`config.mk`:
```
export PLATFORM = sky130hd
export DESIGN_NAME = rx_framer
export DESIGN_NICKNAME = d
export VERILOG_FILES = /design/src/rtl/rx_framer.sv
export SDC_FILE = /design/constraint.sdc
export NUM_CORES = 1
export LEC_CHECK = 0
export ABC_AREA = 1
export BUFFER_PORTS_ARGS = -buffer_cell sky130_fd_sc_hd__buf_2
export CAP_MARGIN = 20
export CORE_UTILIZATION = 40
export CTS_CLUSTER_SIZE = 14
export DETAILED_ROUTE_END_ITERATION = 12
export PLACE_DENSITY_LB_ADDON = 0.12
export SLEW_MARGIN = 15
export SYNTH_ARGS = -nofsm -noshare
export SYNTH_HDL_FRONTEND = slang
export SYNTH_SLANG_ARGS = --single-unit
```
`constraint.sdc`:
```
create_clock -name clk -period 1.3 [get_ports clk]
set_clock_uncertainty 0.1 [all_clocks]
set_input_delay 0.195 -clock clk [delete_from_list [all_inputs] [get_ports clk]]
set_output_delay 0.195 -clock clk [all_outputs]
set_load 0.05 [all_outputs]
```
`src/rtl/rx_framer.sv`:
```
// Asynchronous serial receive framer: synchronizes the line, detects the start edge,
// samples data/stop bits on an external bit-centre strobe and buffers one word.
module rx_framer #(
  parameter int DATA_BITS = 8
) (
  input  logic                 clk,
  input  logic                 rst,
  input  logic                 serial_in,
  input  logic                 sample_strobe,
  output logic                 timer_clear,
  output logic                 timer_enable,
  output logic [DATA_BITS-1:0] rx_data,
  output logic                 rx_valid,
  input  logic                 rx_ready,
  input  logic                 err_clear,
  output logic                 framing_error,
  output logic                 overrun_error
);

  localparam int CNT_W = $clog2(DATA_BITS + 1);

  typedef enum logic [1:0] {IDLE, START, DATA, STOP} state_t;

  state_t               state_q;
  logic                 sync1_q, sync2_q, prev_q;
  logic [DATA_BITS-1:0] shift_q;
  logic [CNT_W-1:0]     bit_cnt_q;
  logic [DATA_BITS-1:0] rx_data_q, rx_data_d;
  logic                 rx_valid_q, rx_valid_d;
  logic                 fe_q, fe_d;
  logic                 oe_q, oe_d;
  logic                 fall, stop_hit, load, set_fe, set_oe;

  // Output buffer and sticky flags: a flag being set wins over err_clear.
  always_comb begin
    fall       = prev_q & ~sync2_q;
    stop_hit   = (state_q == STOP) && sample_strobe;
    load       = stop_hit && sync2_q && (!rx_valid_q || rx_ready);
    set_oe     = stop_hit && sync2_q && rx_valid_q && !rx_ready;
    set_fe     = stop_hit && !sync2_q;
    rx_data_d  = load ? shift_q : rx_data_q;
    rx_valid_d = rx_valid_q;
    if (load)
      rx_valid_d = 1'b1;
    else if (rx_valid_q && rx_ready)
      rx_valid_d = 1'b0;
    fe_d = set_fe ? 1'b1 : (err_clear ? 1'b0 : fe_q);
    oe_d = set_oe ? 1'b1 : (err_clear ? 1'b0 : oe_q);
  end

  always_ff @(posedge clk or posedge rst) begin
    if (rst) begin
      state_q    <= IDLE;
      sync1_q    <= 1'b1;
      sync2_q    <= 1'b1;
      prev_q     <= 1'b1;
      shift_q    <= '0;
      bit_cnt_q  <= '0;
      rx_data_q  <= '0;
      rx_valid_q <= 1'b0;
      fe_q       <= 1'b0;
      oe_q       <= 1'b0;
    end else begin
      sync1_q    <= serial_in;
      sync2_q    <= sync1_q;
      prev_q     <= sync2_q;
      rx_data_q  <= rx_data_d;
      rx_valid_q <= rx_valid_d;
      fe_q       <= fe_d;
      oe_q       <= oe_d;
      case (state_q)
        IDLE: if (fall) state_q <= START;
        START: begin
          if (sample_strobe) begin
            if (!sync2_q) begin
              state_q   <= DATA;
              bit_cnt_q <= '0;
            end else begin
              state_q <= IDLE;
            end
          end
        end
        DATA: begin
          if (sample_strobe) begin
            shift_q   <= {sync2_q, shift_q[DATA_BITS-1:1]};
            bit_cnt_q <= bit_cnt_q + CNT_W'(1);
            if (bit_cnt_q == CNT_W'(DATA_BITS - 1)) state_q <= STOP;
          end
        end
        STOP: if (sample_strobe) state_q <= IDLE;
        default: state_q <= IDLE;
      endcase
    end
  end

  assign timer_clear   = (state_q == IDLE) && fall;
  assign timer_enable  = (state_q != IDLE);
  assign rx_data       = rx_data_q;
  assign rx_valid      = rx_valid_q;
  assign framing_error = fe_q;
  assign overrun_error = oe_q;

endmodule

```
# Yosys cells after proc, flatten, opt, wreduce, memory -nomap -nowiden

Index checks and enable logic that the tools add are counted.

Add/sub/neg operators: 1
Equality and inequality tests: 10
Muxes and demuxes: 16
Bitwise operators: 2
Reduce and logical (&&, ||, !) cells: 21

Operators by type and width:

| kind                | count |
|---|---|
| $mux 2              | 6 |
| $mux 4              | 3 |
| $ne 2x2->1 const B  | 6 |
| $reduce_bool 2->1   | 5 |
| $logic_and 1x1->1   | 8 |
| $pmux 2 s4          | 1 |
| $pmux 4 s2          | 1 |
| $mux 1              | 5 |
| $reduce_and 5->1    | 1 |
| $add 4x1->4 const B | 1 |
| $eq 2x2->1 const B  | 2 |
| $eq 4x3->1 const B  | 1 |
| $reduce_and 4->1    | 1 |
| $logic_not 1->1     | 3 |
| $eq 2x1->1 const B  | 1 |
| $logic_not 2->1     | 1 |
| $reduce_and 2->1    | 1 |
| $and 1x1->1         | 1 |
| $logic_or 1x1->1    | 1 |
| $not 1->1           | 1 |

Register bits after elaboration: 28
Output and inout bits: 13
Word-level logic and storage cells: 60

# Logic depth before layout (Yosys ltp)

Gate-level depths: netlist of the first run.

Word-level depth: 6
Gate-level depth with buffers: 7

# Worst setup path before layout of the first run

Ideal clock, no wire load.

Path kind: flip-flop to flip-flop
Start: register rx_valid_q (netlist: rx_valid)
End: register rx_data_q[0] (netlist: rx_data[0])
Arrival time: 1373 ps
Data required time: 1134 ps
Path slack: -239 ps
Stages on the path, launching flop included: 7
Clock period less this slack: 1539 ps
Cell sequence: dfrtp_1 > inv_1 > nor2_1 > inv_1 > nand3_4 > nand2_1 > nand2_1

Cells in the longest elaborated chain, start to end: 3

Ends and longest elaborated chain:

| element                | line | source |
|---|---|---|
| from (decl)            | 29   | `logic rx_valid_q, rx_valid_d;` |
| from (signal assigned) | 68   | `rx_valid_q <= rx_valid_d;` |
| $logic_not 1->1        | 38   | `load = stop_hit && sync2_q && (!rx_valid_q \|\| rx_ready);` |
| $logic_or 1x1->1       | 38   |  |
| $logic_and 1x1->1      | 38   |  |
| to (signal assigned)   | 67   | `rx_data_q <= rx_data_d;` |
| to (decl)              | 28   | `logic [DATA_BITS-1:0] rx_data_q, rx_data_d;` |

No other way between the ends.
A chain may end at the register's enable or synchronous reset.

# Worst setup path after layout of the first run

Start: register prev_q
End: output timer_clear

Cells in the longest elaborated chain, start to end: 2

Ends and longest elaborated chain:

| element                | line | source |
|---|---|---|
| from (decl)            | 25   | `logic sync1_q, sync2_q, prev_q;` |
| from (signal assigned) | 66   | `prev_q <= sync2_q;` |
| $and 1x1->1            | 36   | `fall = prev_q & ~sync2_q;` |
| $logic_and 1x1->1      | 96   | `assign timer_clear = (state_q == IDLE) && fall;` |
| to (decl)              | 10   | `output logic timer_clear,` |

No other way between the ends.

==> metrics.md, run 1 <==
| Metric | Value |
|---|---|
| Final Instance Area | 1590 um2 |
| Worst hold margin | 0.136 ns |
| GRT Residual Overflow | 0 |
| Post-route insts no fill | 203 |
| Worst-path cell with the longest stage delay | dfstp_2 |
| Global router's overall resource usage | 0.156 |
| Antenna fix cells | 0 |
| P&R area growth vs syn | 34.0% |
| Synthesized flop and latch total | 28 |
| Placed cell area | 1360 um2 |
| Crit-path max cell delay | 0.55 ns |
| Wirelength per Cell | 11.3 um |
| Root Buffer | clkbuf_4 |
| First drt pass iteration count | 4 |
| First-pass GRT wire length | 3.81 mm |
| Dpl cells | 187 |
| Max-Cap Viols | 0 |
| Hold EP | bit_cnt_q[0] |
| Pint | 0.00181 W |
| Cells on worst reg2reg path | 7 |
| Largest cells by area after synthesis | dfrtp_1 53%, nand2_1 20%, dfstp_2 6.7%, inv_1 3.8%, nand3_1 3.0% |
| Initial antenna violation count | 0 |
| Crit-path cells | inv_2, nor2_2, nand2_1, inv_1, buf_6 |
| Final Worst Setup Slack | -0.279 ns |
| Synth warnings | 0 |
| Power Dens Cells | 1970 nW/um2 |
| DR vias | 947 |
| Post-Route WL | 2.30 mm |
| F_max | 633 MHz |
| Hold wc startpoint | sample_strobe |
| DRC | 0 |
| CP Data Arrival Time | 1.28 ns |
| RSZ-0062 raised after global routing | true |
| Most frequent cells in the layout | 53 x nand2_1, 24 x dfrtp_1, 14 x buf_2 |
| Clk sink count | 28 |
| Port Buffers | 18 |
| Min-Delay Path Class | in -> reg |
| Grt peak-use layer | met2 |
| Seq pwr share | 0.418 |
| Share of cells above drive strength 1 | 0.372 |
| Syn_area_per_cell | 8.97 um2 |
| Clock slew at reported path FFs | 0.14 ns |
| Antenna Nets Post-Route | 0 |
| Pin count of the biggest net entering global routing | 29 |
| Global-route track usage on met3 | 0.0507 |
| Critical path capture point type | output pin |
| Psw | 0.00131 W |
| Status | finished with violations |
| Logic gate share of total power | 0.466 |
| Max Root-Sink Buffers | 2 |
| Reg2Reg Setup Slack | -0.05 ns |
| Clock Latency Late Sink | 0.32 ns |
| Share of the synthesized area in the top cell type | 0.529 |
| Dpl hpwl | 1.39 mm |
| CP startpoint kind | register |
| Total Nets Final | 180 |
| GPL Wtd Cong | 0.721 |
| Slew @ Worst Pin | 0.355 ns |
| Max_slew headroom | 0.763 |
| Tcrit/Tclk final | 1.21 |
| TritonCTS clock tree | yes |
| Post-synth cell types | 19 |
| Grt met2 use | 0.252 |
| Reg2reg end | shift_q[7] |
| WP buf/inv | 3 |
| Clock buffer count from CTS | 3 |
| Initial detailed-routing violation count | 18 |
| Die H | 56.4 um |
| Core Box Area | 2780 um2 |
| Leak Pwr | 0.880 nW |
| Hold Fails Final Rpt | 0 |
| Fin. max-slew vios | 0 |
| Die width | 56.4 um |
| # rows | 19 |
| Hold depth | 3 |
| Mapped Cells | 132 |
| CP Max Fanout | 2 |
| Switch share | 0.420 |
| Met1 usage | 0.194 |
| # IOs | 19 |
| Commonest non-fill, non-tap cell in the layout | nand2_1 |
| Clock Power Share | 0.116 |
| Vias per cell | 4.67 |
| Delay-heaviest family, CP | flip-flops |
| Vias in the first global route | 879 |
| Failing checks | setup timing |
| Minimum clock period | 1.58 ns |
| Syn nets | 139 |
| WS Path Type | reg -> out |
| Htree depth | 1 |
| Biggest area consumer among synthesized cells | dfrtp_1 |
| Cell Area, Synth | 1180 um2 |
| RR Startpoint | state_q[0] |
| Final setup viols | 21 |
| Critical Path RT | 1.00 ns |
| Initial Util | 0.426 |
| Die ar. | 3180 um2 |
| Sequential cell area fraction in the yosys report | 0.595 |
| Max IR drop VDD | 1.34 mV |
[Yosys cell counts]
cell type,n
o21ai_0,4
nor2_8,1
inv_1,12
nor2_4,1
nand4_1,1
o21ai_1,1
dfrtp_1,25
nand3_1,7
nand2_4,1
o22ai_1,1
dfstp_2,3
nor2_1,6
buf_6,1
nand2_2,2
nand2_1,62
inv_2,1
nand3_4,1
or2_2,1
ha_1,1
[tightest hold or removal path, stage by stage]
cell     delay (ns)
buf_2          0.15
nand2_2        0.11
o21ai_1        0.07
[worst max path at each step]
stage                   from          end  slack (ns)  cells past startpoint
floorplan             prev_q  timer_clear        0.04                      4
global placement    register   rx_data[6]        0.04                      7
detailed placement  register   rx_data[6]        0.02                      7
CTS                   prev_q  timer_clear       -0.25                      5
global route          prev_q  timer_clear       -0.36                      5
finish                prev_q  timer_clear       -0.28                      5
[area by class of cell]
| class | count | area [um2] |
|---|---|---|
| sequential | 28 | 706 |
| timing repair buffer | 36 | 280 |
| inverter | 13 | 53.8 |
| clock buffer | 4 | 26.3 |
| fill | 257 | 1190 |
| multi-input combinational | 91 | 482 |
| tap | 31 | 38.8 |
[logic make-up after synthesis]
kind of cell,after synthesis,synth area share
DFF,28,0.595
adders and majority gates,1,0.0106
buffers and inverters,14,0.0507
and+or+nand+nor,83,0.317
AOI/OAI and AO/OA,6,0.0264
[per-stage QoR]
stage | worst slack [ns] | power [W] | util | setup TNS, ns
CTS | -0.254 | 0.00289 | 0.531 | -0.748
global placement | 0.0356 | 0.00239 | 0.490 | 0
detailed placement | 0.0230 | 0.00241 | 0.490 | 0
floorplan | 0.0420 | 0.00211 | - | 0
global route | -0.363 | 0.00334 | 0.570 | -2.89
finish | -0.279 | 0.00312 | 0.570 | -0.956
[flip-flops by register name, summed over array words and instances, names as in the netlist, named ones only]
signal         cells
rx_valid           1
rx_data            8
sync2_q            1
shift_q            8
framing_error      1
sync1_q            1
overrun_error      1
bit_cnt_q          4
prev_q             1
state_q            1
[power groups by stage]
stage / logic (W) / clock network [W] / registers, W
floorplan: 0.000541 / 0 / 0.00157
global placement: 0.00108 / 0 / 0.00131
detailed placement: 0.00109 / 0 / 0.00132
CTS: 0.00123 / 0.000377 / 0.00128
global route: 0.00159 / 0.000407 / 0.00134
finish: 0.00145 / 0.000363 / 0.00131
[what timing repair did]
action                                  in CTS  in global routing
hold endpoints to repair                    28                  0
setup buffers                                5                  4
pin swaps                                    2                 14
hold buffers                                 3                  0
gates resized for setup                      6                 28
endpoints found under the setup margin       4                 26
cloned                                       0                  1
[per-layer routing]
metal / share of wire / vias up
met4: 0.010 / 0
met1: 0.47 / 443
li1: - / 488
met3: 0.035 / 2
met5: 0 / -
met2: 0.48 / 14
(Power assumes the default switching activity.)
==> run 2, diff against run 1 <==
--- a/config.mk
+++ b/config.mk
@@ -11,7 +11,6 @@
 export CORE_UTILIZATION = 40
 export CTS_CLUSTER_SIZE = 14
 export DETAILED_ROUTE_END_ITERATION = 12
-export PLACE_DENSITY_LB_ADDON = 0.12
 export SLEW_MARGIN = 15
 export SYNTH_ARGS = -nofsm -noshare
 export SYNTH_HDL_FRONTEND = slang
==> run 2 against run 1 <==
  * The flow still finishes with violations (setup timing)
  * Worst hold slack better by 0.0047 ns
  * Final area up 5.4%
  * Via count increased by 2.0%
  * Flip-flop and latch count stayed put
  * Non-clock buffer count unchanged
  * Sequential power about the same
  * Die area unchanged
  * Global-route usage up 0.24 points
  * Wire length increased by 2.6%
  * Combinational power grew 4%
  * Largest power group unchanged
==> metrics.md, run 2 (synthesized netlist as in run 1, its figures left out) <==
| Metric | Value |
|---|---|
| Share of cells above drive strength 1 | 0.430 (was 0.372) |
| Most frequent cells in the layout | 45 x nand2_1, 24 x dfrtp_1, 16 x nand2_2 (was 53 x nand2_1, 24 x dfrtp_1, 14 x buf_2) |
| Vias in the first global route | 912 (was 879) |
| Max-Cap Viols | 0 (unchanged) |
| RSZ-0062 raised after global routing | true (unchanged) |
| # IOs | 19 (unchanged) |
| Antenna fix cells | 0 (unchanged) |
| # rows | 19 (unchanged) |
| GRT Residual Overflow | 0 (unchanged) |
| Core Box Area | 2780 um2 (unchanged) |
| Failing checks | setup timing (unchanged) |
| Max_slew headroom | 0.835 (was 0.763) |
| Die width | 56.4 um (unchanged) |
| Fin. max-slew vios | 0 (unchanged) |
| Vias per cell | 4.76 (was 4.67) |
| Hold Fails Final Rpt | 0 (unchanged) |
| Slew @ Worst Pin | 0.249 ns (was 0.355 ns) |
| DR vias | 966 (was 947) |
| Clock buffer count from CTS | 3 (unchanged) |
| Tcrit/Tclk final | 1.19 (was 1.21) |
| Cells on worst reg2reg path | 8 (was 7) |
| Crit-path cells | inv_2, nor2_2, nand2_1, inv_1, buf_6 (unchanged) |
| Die ar. | 3180 um2 (unchanged) |
| Delay-heaviest family, CP | flip-flops (unchanged) |
| Total Nets Final | 180 (unchanged) |
| Leak Pwr | 0.903 nW (was 0.880 nW) |
| Initial antenna violation count | 0 (unchanged) |
| Htree depth | 1 (unchanged) |
| Dpl cells | 187 (unchanged) |
| Initial Util | 0.426 (unchanged) |
| Minimum clock period | 1.55 ns (was 1.58 ns) |
| Worst hold margin | 0.140 ns (was 0.136 ns) |
| Global router's overall resource usage | 0.158 (was 0.156) |
| P&R area growth vs syn | 41.3% (was 34.0%) |
| First drt pass iteration count | 4 (unchanged) |
| Critical path depth in cells | 5 (unchanged) |
| CP Max Fanout | 2 (unchanged) |
| Clock Latency Late Sink | 0.32 ns (about the same) |
| Power Dens Cells | 2040 nW/um2 (was 1970 nW/um2) |
| Final Instance Area | 1670 um2 (was 1590 um2) |
| Final setup viols | 23 (was 21) |
| Critical Path RT | 1.00 ns (about the same) |
| WS Path Type | reg -> out (unchanged) |
| Max IR drop VDD | 1.33 mV (was 1.34 mV) |
| CP startpoint kind | register (unchanged) |
| Die H | 56.4 um (unchanged) |
| Clock slew at reported path FFs | 0.16 ns (was 0.14 ns) |
| Status | finished with violations (unchanged) |
| F_max | 644 MHz (was 633 MHz) |
| Antenna Nets Post-Route | 0 (unchanged) |
| Dpl hpwl | 1.49 mm (was 1.39 mm) |
| Post-route insts no fill | 203 (unchanged) |
| Pwr Total | 0.00340 W (was 0.00312 W) |
| Clk sink count | 28 (unchanged) |
| Min-Delay Path Class | in -> reg (unchanged) |
| Hold depth | 4 (was 3) |
| Final Worst Setup Slack | -0.253 ns (was -0.279 ns) |
| Commonest non-fill, non-tap cell in the layout | nand2_1 (unchanged) |
| Initial detailed-routing violation count | 17 (was 18) |
| Worst-path cell with the longest stage delay | dfstp_2 (unchanged) |
| Wirelength per Cell | 11.6 um (was 11.3 um) |
| Pin count of the biggest net entering global routing | 29 (unchanged) |
| First-pass GRT wire length | 3.91 mm (was 3.81 mm) |
| CP Data Arrival Time | 1.26 ns (was 1.28 ns) |
| Placed cell area | 1380 um2 (was 1360 um2) |
| GPL Wtd Cong | 0.735 (was 0.721) |
| TritonCTS clock tree | yes (unchanged) |
| DRC | 0 (unchanged) |
| Post-Route WL | 2.36 mm (was 2.30 mm) |
| WP buf/inv | 3 (unchanged) |
| Crit-path max cell delay | 0.55 ns (about the same) |
| Critical path capture point type | output pin (unchanged) |
| Root Buffer | clkbuf_4 (unchanged) |
| Max Root-Sink Buffers | 2 (unchanged) |
| Port Buffers | 18 (unchanged) |
==> run 2: layout make-up <==
cell class / instances / area (um2)
sequential: 28 / 706
tap: 31 / 38.8
fill: 224 / 1110
clock buffer: 3 / 22.5
clock inverter: 1 / 30.0
timing repair buffer: 36 / 303
inverter: 13 / 56.3
multi-input combinational: 91 / 517
==> run 2: path summary, 6_finish.rpt <==
| path | startpoint | to | slack, ns |
|---|---|---|---|
| min in group asynchronous | rst | rx_data[0] | 0.31 |
| worst max register to register | register | rx_data[5] | -0.12 |
| max in group asynchronous | rst | sync2_q | 0.54 |
| worst min register to register | sync1_q | sync2_q | 0.27 |
| worst max-delay path | prev_q | timer_clear | -0.25 |
| worst min-delay path | sample_strobe | register | 0.14 |
==> run 2: per-layer routing <==
metal / track usage / up-vias / share of wire
met1: 0.199 / 460 / 0.45
met3: 0.0230 / 2 / 0.028
met2: 0.269 / 17 / 0.51
met5: 0 / - / 0
li1: - / 487 / -
met4: 0.0732 / 0 / 0.0076
==> run 2: repair_timing <==
item,in CTS,in global routing
endpoints found under the hold margin,31,0
gates cloned,1,0
setup endpoints to repair,13,30
pin swaps,8,18
setup buffers,5,3
hold buffers,3,0
gates resized for setup,14,38
==> run 2: where the power goes <==
group	internal, W	leakage [nW]	switching, W	total [W]
sequential	0.00112	0.367	0.000213	0.00134
clock	0.000312	0.0279	0.000251	0.000563
combinational	0.000601	0.508	0.000906	0.00151
total	0.00204	0.903	0.00137	0.00340
==> run 2: worst min-delay path: cells and delay by family <==
kind	cells	cell delay (ns)
buffers and inverters	1	0.17
and+or+nand+nor	3	0.17
==> run 2: through the flow <==
| step | setup slack, ns | setup TNS (ns) | utilization |
|---|---|---|---|
| floorplan | 0.0420 | 0 | - |
| global placement | 0.0433 | 0 | 0.494 |
| detailed placement | 0.00366 | 0 | 0.494 |
| CTS | -0.257 | -0.802 | 0.556 |
| global route | -0.331 | -3.77 | 0.601 |
| finish | -0.253 | -2.09 | 0.601 |
